$ cat config.mk
export PLATFORM = sky130hd
export DESIGN_NAME = mux_nto1_scan_flat
export DESIGN_NICKNAME = d
export VERILOG_FILES = /design/src/rtl/mux_nto1_scan_pkg.sv /design/src/rtl/mux_nto1_scan_if.sv /design/src/rtl/mux_nto1_scan_scan_ctr.sv /design/src/rtl/mux_nto1_scan.sv /design/src/flat_wrapper.sv
export SDC_FILE = /design/constraint.sdc
export NUM_CORES = 1
export LEC_CHECK = 0
export CORE_ASPECT_RATIO = 1.1
export CORE_UTILIZATION = 40
export CTS_CLUSTER_DIAMETER = 30
export DETAILED_ROUTE_END_ITERATION = 10
export DONT_BUFFER_PORTS = 1
export PLACE_DENSITY_LB_ADDON = 0.08
export SLEW_MARGIN = 5
export SYNTH_ARGS = -nofsm -noshare
export SYNTH_HDL_FRONTEND = slang
export SYNTH_HIERARCHICAL = 1
export SYNTH_SLANG_ARGS = --single-unit
$ cat constraint.sdc
create_clock -name clk -period 2.22 [get_ports clk]
set_clock_uncertainty 0.05 [all_clocks]
set_input_delay 0.444 -clock clk [delete_from_list [all_inputs] [get_ports clk]]
set_output_delay 0.444 -clock clk [all_outputs]
set_load 0.01 [all_outputs]
$ cat src/rtl/mux_nto1_scan_pkg.sv
// Shared types and helpers for the N-to-1 scan selector (package mux_pkg).
package mux_pkg;

  typedef enum logic [1:0] {
    S_IDLE = 2'd0,
    S_SCAN = 2'd1,
    S_DONE = 2'd2
  } state_t;

  localparam logic MODE_DIRECT = 1'b0;
  localparam logic MODE_SCAN   = 1'b1;

  // Bit offset of channel idx inside the packed in_data vector.
  function automatic int unsigned ch_lsb(input int unsigned idx, input int unsigned w);
    return idx * w;
  endfunction

endpackage

$ cat src/rtl/mux_nto1_scan_if.sv
// Bus bundle for mux_nto1_scan: channel inputs, controls and the handshaked output word.
interface mux_nto1_scan_if #(
  parameter int N_CH  = 32,
  parameter int W     = 1,
  parameter int SEL_W = $clog2(N_CH)
);

  logic [N_CH*W-1:0] in_data;
  logic [SEL_W-1:0]  sel;
  logic              en;
  logic              mode;
  logic              start_scan;
  logic              out_ready;
  logic [W-1:0]      out_data;
  logic [SEL_W-1:0]  out_sel;
  logic              out_valid;
  logic              sel_err;
  logic              scan_busy;
  logic              scan_done;

  // Output handshake: a word transfers on a rising edge where out_valid && out_ready;
  // while out_valid && !out_ready, out_data/out_sel/sel_err stay stable.
  modport master (
    output in_data, sel, en, mode, start_scan, out_ready,
    input  out_data, out_sel, out_valid, sel_err, scan_busy, scan_done
  );

  modport slave (
    input  in_data, sel, en, mode, start_scan, out_ready,
    output out_data, out_sel, out_valid, sel_err, scan_busy, scan_done
  );

endinterface

$ cat src/rtl/mux_nto1_scan_scan_ctr.sv
// Sweep counter for the scan selector; wraps at N_CH-1 when MUX_SCAN_CONT_EN is defined.
module scan_ctr #(
  parameter int N_CH  = 32,
  parameter int SEL_W = $clog2(N_CH)
) (
  input  logic             clk,
  input  logic             rst,
  input  logic             clr,
  input  logic             adv,
  output logic [SEL_W-1:0] cnt,
  output logic             tc
);

  localparam logic [SEL_W-1:0] LAST = SEL_W'(N_CH - 1);

  assign tc = (cnt == LAST);

  always_ff @(posedge clk or posedge rst) begin
    if (rst) begin
      cnt <= '0;
    end else if (clr) begin
      cnt <= '0;
    end else if (adv) begin
      if (!tc) begin
        cnt <= cnt + SEL_W'(1);
      end
`ifdef MUX_SCAN_CONT_EN
      else begin
        cnt <= '0;
      end
`endif
    end
  end

endmodule

$ cat src/rtl/mux_nto1_scan.sv
// Registered N-to-1 channel selector with valid/ready output and auto-scan sweep.
// Optional continuous scan is selected with the MUX_SCAN_CONT_EN macro.
module mux_nto1_scan
  import mux_pkg::*;
#(
  parameter int N_CH  = 32,
  parameter int W     = 1,
  parameter int SEL_W = $clog2(N_CH)
) (
  input  logic   clk,
  input  logic   rst,
  mux_nto1_scan_if.slave bus,
  output state_t dbg_state
);

  state_t           state, state_n;
  logic [SEL_W-1:0] cnt;
  logic             tc;
  logic             clr, adv;
  logic             load;
  logic             cap_scan, cap_dir;
  logic             done_n;
  logic             sel_ok;
  logic             scan_exit;
  logic [W-1:0]     ch [N_CH];

  for (genvar k = 0; k < N_CH; k++) begin : g_ch
    assign ch[k] = bus.in_data[ch_lsb(k, W) +: W];
  end

  assign load          = !bus.out_valid || bus.out_ready;
  assign sel_ok        = (int'(bus.sel) < N_CH);
  assign bus.scan_busy = (state == S_SCAN);
  assign dbg_state     = state;

`ifdef MUX_SCAN_CONT_EN
  assign scan_exit = !bus.en || (bus.mode == MODE_DIRECT);
`else
  assign scan_exit = !bus.en;
`endif

  scan_ctr #(.N_CH(N_CH), .SEL_W(SEL_W)) u_ctr (
    .clk (clk),
    .rst (rst),
    .clr (clr),
    .adv (adv),
    .cnt (cnt),
    .tc  (tc)
  );

  always_ff @(posedge clk or posedge rst) begin
    if (rst) state <= S_IDLE;
    else     state <= state_n;
  end

  always_comb begin
    state_n  = state;
    clr      = 1'b0;
    adv      = 1'b0;
    cap_scan = 1'b0;
    cap_dir  = 1'b0;
    done_n   = 1'b0;
    case (state)
      S_IDLE: begin
        if (bus.start_scan && bus.en && bus.mode == MODE_SCAN) begin
          state_n = S_SCAN;
          clr     = 1'b1;
        end else if (bus.en && bus.mode == MODE_DIRECT && load) begin
          cap_dir = 1'b1;
        end
      end
      S_SCAN: begin
        // Abort keeps any pending word: no capture, so the held word waits for load.
        if (scan_exit) begin
          state_n = S_IDLE;
          clr     = 1'b1;
        end else if (load) begin
          cap_scan = 1'b1;
          adv      = 1'b1;
          if (tc) begin
            done_n = 1'b1;
`ifndef MUX_SCAN_CONT_EN
            state_n = S_DONE;
`endif
          end
        end
      end
      S_DONE: begin
        state_n = S_IDLE;
        clr     = 1'b1;
      end
      default: state_n = S_IDLE;
    endcase
  end

  always_ff @(posedge clk or posedge rst) begin
    if (rst) begin
      bus.out_data  <= '0;
      bus.out_sel   <= '0;
      bus.out_valid <= 1'b0;
      bus.sel_err   <= 1'b0;
      bus.scan_done <= 1'b0;
    end else begin
      bus.scan_done <= done_n;
      if (cap_scan) begin
        bus.out_data  <= ch[cnt];
        bus.out_sel   <= cnt;
        bus.out_valid <= 1'b1;
        bus.sel_err   <= 1'b0;
      end else if (cap_dir) begin
        bus.out_data  <= sel_ok ? ch[bus.sel] : '0;
        bus.out_sel   <= bus.sel;
        bus.out_valid <= 1'b1;
        bus.sel_err   <= !sel_ok;
      end else if (load) begin
        bus.out_data  <= '0;
        bus.out_sel   <= '0;
        bus.out_valid <= 1'b0;
        bus.sel_err   <= 1'b0;
      end
    end
  end

endmodule

$ cat src/flat_wrapper.sv
// flat-port wrapper written by rule: the top's interface ports become plain ports
module mux_nto1_scan_flat import mux_pkg::*;
#(
  parameter int N_CH  = 32,
  parameter int W     = 1,
  parameter int SEL_W = $clog2(N_CH)
)
  (clk, rst, dbg_state, bus_in_data, bus_sel, bus_en, bus_mode, bus_start_scan, bus_out_ready, bus_out_data, bus_out_sel, bus_out_valid, bus_sel_err, bus_scan_busy, bus_scan_done);
  mux_nto1_scan_if #(.N_CH(N_CH), .W(W), .SEL_W(SEL_W)) bus_i ();
  input  logic clk;
  input  logic rst;
  output state_t dbg_state;
  input wire logic [$bits(bus_i.in_data)-1:0] bus_in_data;
  input wire logic [$bits(bus_i.sel)-1:0] bus_sel;
  input wire logic [$bits(bus_i.en)-1:0] bus_en;
  input wire logic [$bits(bus_i.mode)-1:0] bus_mode;
  input wire logic [$bits(bus_i.start_scan)-1:0] bus_start_scan;
  input wire logic [$bits(bus_i.out_ready)-1:0] bus_out_ready;
  output wire logic [$bits(bus_i.out_data)-1:0] bus_out_data;
  output wire logic [$bits(bus_i.out_sel)-1:0] bus_out_sel;
  output wire logic [$bits(bus_i.out_valid)-1:0] bus_out_valid;
  output wire logic [$bits(bus_i.sel_err)-1:0] bus_sel_err;
  output wire logic [$bits(bus_i.scan_busy)-1:0] bus_scan_busy;
  output wire logic [$bits(bus_i.scan_done)-1:0] bus_scan_done;
  assign bus_i.in_data = bus_in_data;
  assign bus_i.sel = bus_sel;
  assign bus_i.en = bus_en;
  assign bus_i.mode = bus_mode;
  assign bus_i.start_scan = bus_start_scan;
  assign bus_i.out_ready = bus_out_ready;
  assign bus_out_data = bus_i.out_data;
  assign bus_out_sel = bus_i.out_sel;
  assign bus_out_valid = bus_i.out_valid;
  assign bus_sel_err = bus_i.sel_err;
  assign bus_scan_busy = bus_i.scan_busy;
  assign bus_scan_done = bus_i.scan_done;
  mux_nto1_scan #(.N_CH(N_CH), .W(W), .SEL_W(SEL_W)) u_core (.clk(clk), .rst(rst), .bus(bus_i), .dbg_state(dbg_state));
endmodule
## Yosys cells after proc, flatten, opt, wreduce, memory -nomap -nowiden

Index checks and enable logic that the tools add are counted.

- Register bits: 16

- Add/subtract/negate cells: 1
- $lt $le $gt $ge: 2
- Equal/unequal tests: 7
- Muxes and demuxes: 37
- Bitwise operators: 3
- Reduce and logical (&&, ||, !) cells: 11

Operator list:

| cell | count |
|---|---|
| $mux 5 | 6 |
| $mux 1 | 23 |
| $ge 6x6->1 const B | 2 |
| $not 5->6 | 2 |
| $bmux 1 s5 | 2 |
| $mux 2 | 4 |
| $ne 3x2->1 const B | 2 |
| $add 5x1->5 const B | 1 |
| $eq 5x5->1 const B | 1 |
| $logic_and 1x1->1 | 4 |
| $pmux 2 s2 | 1 |
| $pmux 1 s3 | 1 |
| $reduce_and 3->1 | 1 |
| $reduce_bool 3->1 | 1 |
| $eq 2x1->1 const B | 1 |
| $eq 2x2->1 const B | 1 |
| $logic_not 2->1 | 1 |
| $ne 2x1->1 const B | 1 |
| $ne 2x2->1 const B | 1 |
| $reduce_and 2->1 | 1 |
| $reduce_bool 2->1 | 1 |
| $logic_not 1->1 | 1 |
| $logic_or 1x1->1 | 1 |
| $not 1->1 | 1 |

## Depth between registers and ports, before layout

Gate-level depths: netlist of the first run.

- Word-level depth: 8
- Mapped depth: 6

## Hierarchy

The synthesis of the first run kept the hierarchy.

By module, submodules not included:

| module | times used | cells an instance | area each (µm²) | seq. area each (µm²) |
|---|---|---|---|---|
| mux_nto1_scan | 1 | 98 | 1,071.0 | 250.2 |
| scan_ctr | 1 | 26 | 261.5 | 125.1 |

## Least setup slack after synthesis of the first run

No wires, ideal clock.

- Path type: register to register
- Start: register u_core.state[0] (netlist: u_core/dbg_state[0])
- End: register u_core.u_ctr.cnt[3]
- Setup time: 78 ps
- Arrival: 1,690 ps
- Slack: 402 ps
- Cell stages (with the launch flop): 7
- Path buffers: 1
- Clock period less this slack: 1,818 ps
- Cell sequence: dfrtp_1 and2b_1 and3_1 clkbuf_1 nand2b_4 or3_1 a21oi_1

- Cells in the longest elaborated chain, start to end: 4

Ends and longest elaborated chain:

| element | line | text |
|---|---|---|
| from (decl) | mux_nto1_scan.sv:16 | `state_t state, state_n;` |
| from (signal assigned) | mux_nto1_scan.sv:53 | `else state <= state_n;` |
| $eq 2x1->1 | -- |  |
| via bus_scan_busy | flat_wrapper.sv:23 | `output wire logic [$bits(bus_i.scan_busy)-1:0] bus_scan_busy;` |
| $mux 1 | mux_nto1_scan.sv:63 | `case (state)` |
| via u_core.adv | mux_nto1_scan.sv:19 | `logic clr, adv;` |
| $reduce_bool 2->1 (no line) | -- |  |
| $reduce_and 2->1 (no line) | -- |  |
| to (signal assigned) | mux_nto1_scan_scan_ctr.sv:25 | `cnt <= cnt + SEL_W'(1);` |
| to (decl) | mux_nto1_scan_scan_ctr.sv:10 | `output logic [SEL_W-1:0] cnt,` |

The timed path passes the listed nets, and every way through them passes these cells.
A chain may end at the register's enable or synchronous reset.

## Worst setup path in the final report of the first run

- Start: register u_core.state[1] (netlist: u_core/dbg_state[1])
- End: register u_core.u_ctr.cnt[3]

- Cells in the longest elaborated chain, start to end: 4

Ends and longest elaborated chain:

| element | line |
|---|---|
| $eq 2x1->1 * | -- |
| via bus_scan_busy | flat_wrapper.sv:23 |
| $pmux 1 s3 or $mux 1 (tied branches) | mux_nto1_scan.sv:63 |
| $ne 2x2->1 (no line) or $reduce_bool 2->1 (tied branches) | -- |
| $reduce_and 2->1 (no line) | -- |

Mark *: on every way through the listed nets, which the timed path passes. The rest lies on a longest branch.

==> results of run 1 <==
==> worst max-delay path, stage by stage (launching register included) <==
cell,delay [ns]
dfrtp_1,0.46
and2b_1,0.31
and3_1,0.42
nand2b_4,0.09
or3_1,0.35
a21oi_1,0.14
==> report_power, final <==
group / leakage [nW] / switching [mW] / internal (mW)
combinational: 0.377 / 0.103 / 0.139
clock: 0.0150 / 0.0773 / 0.0695
sequential: 0.202 / 0.0245 / 0.292
total: 0.594 / 0.204 / 0.500
==> sequential cells by signal, summed over array words and instances, names as in the netlist <==
name / cells
u_core/dbg_state: 2
u_core/bus.out_sel: 5
u_core/bus.scan_done: 1
u_core/bus.out_valid: 1
u_core/bus.out_data: 1
u_core/u_ctr/cnt: 5
==> layout by cell type (no fill, tap or decap), types with 2 or more instances in the layout <==
master and n:
dfrtp_1 15, nand2_1 11, mux4_2 11, inv_1 7, o21ai_0 7, buf_4 6, nor2_1 5, and3_1 5
a21oi_1 5, mux2i_1 4, mux2_2 4, clkbuf_4 3, nor2b_1 3, mux4_1 3, a221o_1 3, a32oi_1 2
nand2b_1 2, nand3b_1 2, a31oi_1 2, and2_1 2, ha_1 2
==> cell families (layout without fill, tap and decap cells) <==
kind of cell    after synthesis  count (layout)
compound gates               28              28
xor+xnor                      2               2
fa+ha+maj                     2               2
buf+inv                      15              18
flops                        15              15
mux                          22              22
other cells                   1               1
simple gates                 39              39
==> per-layer routing <==
layer | GRT usage [%] | wire length, um | share of wire (%) | vias to the layer above
met5 | 0 | 0 | 0 | -
met4 | 10.4 | 62 | 2.1 | 0
met3 | 3.31 | 220 | 7.3 | 8
met2 | 30.6 | 1470 | 49 | 57
met1 | 23.0 | 1250 | 42 | 487
li1 | - | - | - | 488
==> worst paths after layout <==
kind,start,cells past startpoint,end
setup / recovery,u_core/dbg_state[1],5,u_core/u_ctr/cnt[3]
hold reg to reg,u_core/bus.out_sel[3],2,u_core/bus.out_sel[3]
min in group asynchronous,rst,2,u_core/u_ctr/cnt[4]
max in group asynchronous,rst,2,u_core/bus.out_data
hold / removal,bus_mode,2,u_core/dbg_state[0]
setup reg to reg,u_core/dbg_state[1],5,u_core/u_ctr/cnt[3]
==> final cells by class <==
class / count / area, um2 / area share (%)
inverters: 7 / 26.3 / 1.87
repair buffers: 7 / 55.1 / 3.91
well taps: 34 / 42.5 / 3.02
flip-flops and latches: 15 / 375 / 26.6
clock buffers: 4 / 26.3 / 1.87
multi-input cells: 94 / 883 / 62.7
==> results by group, run 1 <==
Run status
  – Status: complete, but fails checks
  – Failing checks: DRC

Layout
  – ANT cells: 0
  – Post-route insts no fill: 161
  – Area Overhead vs Synth: 5.73%
  – NumNets Final: 173
  – Post-route cell area: 1410 um2
  – Final Util: 45.4%
  – Share of cells above drive strength 1: 22.8%
  – Filler cells: 307

Route
  – Via count: 1040
  – Residual DRC: 8
  – Vias per inst: 6.46
  – Final ANT Viol Nets: 0
  – Drt wl/cell: 18.6 um
  – Starting DRT DRC Count: 34
  – TritonRoute pass-1 iters: 7
  – Drt total wl: 3000 um

Yosys
  – Post-synthesis simple-gate area fraction: 16.7%
  – Synth area leaders: dfrtp_1, mux4_2, mux4_1
  – Number of synthesized flops with an enable pin: 0
  – Most common library cells after synthesis: dfrtp_1, mux4_2, nand2_1
  – Avg Cell Area, Syn: 10.7 um2
  – Synth area leader: dfrtp_1
  – Sequential fraction of the synthesis area: 28.2%
  – Synth Area in Adders: 1.88%
  – Largest family of logic cells by synthesized area: multiplexers
  – Post-synthesis mux area share: 30.9%
  – Mapped cell area: 1330 um2
  – Synth warnings: 6
  – #FFs+latches synth: 15
  – Top_reg_cell synth: dfrtp_1
  – Fraction of registers with async set/reset: 100%
  – Post-synthesis compound-gate area fraction: 15.2%
  – Mapped Nets: 169
  – Area share of xor/xnor cells in the synthesized design: 1.31%
  – Mapped Cells: 124
  – Library cells used by synthesis: 46
  – Top-count cell post-synth: dfrtp_1
  – Yosys top cell area share: 28.2%

Worst setup path
  – Crit. End Element: register
  – CP Max Fanout: 9
  – WP data required: 2.37 ns
  – R2r setup slk: 0.32 ns
  – Critical path class: reg2reg
  – Crit path DAT: 2.05 ns
  – Startpoint class of the critical path: register

CTS
  – Clock Root Buffer: clkbuf_4
  – Clock buffer depth: 2
  – CTS Hold Bufs: 1
  – TritonCTS buffer count: 3
  – Postcts setup bufs: 0
  – Clock sink count: 15
  – TritonCTS clock tree: yes
  – Clock slew at reported path FFs: 0.08 ns
  – Htree depth: 1
  – Post-CTS sizing: 0
  – Skew-Pair Late Insertion Delay: 0.27 ns

Die
  – Die Ht: 62.5 um
  – Die X: 57.0 um
  – Top Ports: 55
  – Row count: 21
  – Area of the die: 3570 um2
  – Initial Utilization: 43.0%
  – Core area: 3100 um2

Power and ir drop
  – Power Density: 500 nW/um2
  – Pwr Total: 0.705 mW
  – Leak pwr: 0.594 nW
  – Worst vdd ir: 0.166 mV

Place
  – Post-DP HPWL: 2410 um
  – Port bufs: 0
  – Placed cell count: 156
  – Placed cell areas: 1370 um2
  – Pre-CTS worst setup slack: 0.329 ns
  – RePlAce Congestion: 0.781

STA
  – Crit path time final: 1.90 ns
  – Count of final setup violators: 0
  – Setup TNS: 0 ns
  – Setup ws final: 0.320 ns
  – Final period util: 85.6%
  – Upper clock frequency limit: 526 MHz
  – Max-slew violation count: 0
  – Hold Fails Final Rpt: 0
  – Minimum hold slack: 0.310 ns
  – Unrepaired setup endpoints after global routing: false

Worst hold path
  – Hold WC Path Type: in2reg

Flow run
  – Maxcap violations: 0

Global route
  – GRT Total Usage: 18.7%
  – Wire length of the first global-routing pass: 5190 um
  – Antenna violations before repair: 0
  – Largest net degree at the start of global routing: 13
  – Grt ovf: 0
  – Vias in the first global route: 1149
(Power assumes the default switching activity.)
==> run 2: changes to the inputs <==
--- a/config.mk
+++ b/config.mk
@@ -6,6 +6,7 @@
 export NUM_CORES = 1
 export LEC_CHECK = 0
 export CORE_ASPECT_RATIO = 1.1
+export CORE_MARGIN = 1.5
 export CORE_UTILIZATION = 40
 export CTS_CLUSTER_DIAMETER = 30
 export DETAILED_ROUTE_END_ITERATION = 10
==> run 2 against run 1 <==
  * Non-clock buffer count grew 1
  * Final area grew 0.53%
  * First-iteration DRC count grew 100%
  * Largest cell class unchanged
  * Critical path type unchanged
  * Utilization grew 0.24 points
  * The flow still finishes with violations (DRC)
==> results by group, run 2 (synthesis results as in run 1) <==
Layout
  – Filler cells: 296 (was 307)
  – NumNets Final: 174 (was 173)
  – ANT cells: 0 (unchanged)
  – Share of cells above drive strength 1: 23.4% (was 22.8%)
  – Commonest non-fill, non-tap cell in the layout: dfrtp_1 (unchanged)
  – Area Overhead vs Synth: 6.29% (was 5.73%)
  – Commonest cells after routing, fill and taps aside: dfrtp_1, nand2_1, mux4_2 (was dfrtp_1, nand2_1, mux4_2, inv_1, o21ai_0)
  – Post-route cell area: 1420 um2 (was 1410 um2)

Run status
  – Status: complete, but fails checks (unchanged)
  – Failing checks: DRC (unchanged)

Worst setup path
  – Startpoint class of the critical path: register (unchanged)
  – Crit path DAT: 2.06 ns (was 2.05 ns)
  – WP data required: 2.37 ns (about the same)
  – Critical path class: reg2reg (unchanged)
  – Crit. End Element: register (unchanged)
  – CP Max Fanout: 9 (unchanged)

Route
  – Routed met2 length: 1590 um (was 1470 um)
  – DRT met1 WL: 1270 um (was 1250 um)
  – Met3 wire length: 188 um (was 220 um)
  – Starting DRT DRC Count: 69 (was 34)
  – Drt total wl: 3090 um (was 3000 um)
  – Residual DRC: 6 (was 8)
  – Via count: 1033 (was 1040)
  – TritonRoute pass-1 iters: 9 (was 7)
  – Drt wl/cell: 19.1 um (was 18.6 um)
  – Final ANT Viol Nets: 0 (unchanged)
  – Highest metal used: met4 (unchanged)
  – Vias per inst: 6.38 (was 6.46)

STA
  – Upper clock frequency limit: 525 MHz (was 526 MHz)
  – Setup ws final: 0.316 ns (was 0.320 ns)
  – Hold Fails Final Rpt: 0 (unchanged)
  – Max-slew violation count: 0 (unchanged)
  – Minimum hold slack: 0.316 ns (was 0.310 ns)
  – Final period util: 85.8% (was 85.6%)
  – Setup TNS: 0 ns (unchanged)
  – Unrepaired setup endpoints after global routing: false (unchanged)
  – Crit path time final: 1.90 ns (about the same)
  – Count of final setup violators: 0 (unchanged)

Place
  – Placed cell areas: 1380 um2 (was 1370 um2)
  – Port bufs: 0 (unchanged)
  – Pre-CTS worst setup slack: 0.341 ns (was 0.329 ns)
  – RePlAce Congestion: 0.805 (was 0.781)
  – Post-DP HPWL: 2400 um (was 2410 um)

Global route
  – GRT Total Usage: 18.6% (was 18.7%)
  – Antenna violations before repair: 0 (unchanged)
  – Wire length of the first global-routing pass: 5220 um (was 5190 um)
  – Grt ovf: 0 (unchanged)
  – Largest net degree at the start of global routing: 13 (unchanged)
  – Vias in the first global route: 1123 (was 1149)

Power and ir drop
  – Power Density: 503 nW/um2 (was 500 nW/um2)
  – Worst vdd ir: 0.146 mV (was 0.166 mV)
  – Leak pwr: 0.600 nW (was 0.594 nW)

CTS
  – TritonCTS clock tree: yes (unchanged)
  – Clock buffer depth: 2 (unchanged)
  – Skew-Pair Late Insertion Delay: 0.27 ns (about the same)
  – TritonCTS buffer count: 3 (unchanged)
  – Clock Root Buffer: clkbuf_4 (unchanged)
  – Clock slew at reported path FFs: 0.09 ns (was 0.08 ns)
  – Clock sink count: 15 (unchanged)
  – Htree depth: 1 (unchanged)

Worst hold path
  – Hold WC Path Type: in2reg (unchanged)

Die
  – Top Ports: 55 (unchanged)
  – Initial Utilization: 43.0% (unchanged)
  – Row count: 21 (unchanged)
  – Core area: 3100 um2 (unchanged)
  – Die X: 58.0 um (was 57.0 um)
  – Die Ht: 63.5 um (was 62.5 um)
  – Area of the die: 3690 um2 (was 3570 um2)

Flow run
  – Maxcap violations: 0 (unchanged)
-- run 2: through the flow --
stage               instances  utilization (%)  power, mW
CTS                       162             45.7      0.724
detailed placement        157             44.5      0.565
global placement          157             44.5      0.563
floorplan                 124                -      0.526
finish                    162             45.7      0.713
global route              162             45.7      0.768
-- run 2: area by class of cell --
cell class,instances,area [um2],area share [%]
tap,34,42.5,3.00
multi-input combinational,94,883,62.4
inverter,7,26.3,1.86
timing repair buffer,8,62.6,4.42
clock buffer,4,26.3,1.86
sequential,15,375,26.5
-- run 2: routing by layer --
metal,track usage [%],vias to the layer above
met5,0,-
met4,6.98,0
met3,3.08,2
met2,31.4,37
met1,23.6,506
li1,-,488
-- run 2: worst paths after layout --
| kind | start | end | slack (ns) | cells past startpoint |
|---|---|---|---|---|
| worst max register to register | u_core/dbg_state[1] | u_core/u_ctr/cnt[3] | 0.32 | 5 |
| worst min-delay path | bus_mode | u_core/dbg_state[0] | 0.32 | 2 |
| min in group asynchronous | rst | u_core/u_ctr/cnt[2] | 0.48 | 2 |
| worst min register to register | u_core/bus.out_sel[4] | u_core/bus.out_sel[4] | 0.51 | 2 |
| worst max-delay path | u_core/dbg_state[1] | u_core/u_ctr/cnt[3] | 0.32 | 5 |
| max in group asynchronous | rst | u_core/bus.out_sel[0] | 1.30 | 2 |
-- run 2: what timing repair did --
action	4_1_cts	5_1_grt
gates resized for setup	0	0
hold endpoints to repair	15	0
setup endpoints to repair	0	0
setup buffers	0	0
hold buffers	1	0
-- run 2: critical path, cell delays in order, from the launching register on --
cell	delay, ns
dfrtp_1	0.46
and2b_1	0.31
and3_1	0.43
nand2b_4	0.09
or3_1	0.35
a21oi_1	0.14
-- run 2: report_power, final --
group	total [mW]	leakage, nW	switching [mW]	internal, mW
clock network	0.154	0.0150	0.0841	0.0696
logic	0.250	0.383	0.111	0.139
registers	0.309	0.202	0.0176	0.292
total	0.713	0.600	0.212	0.501
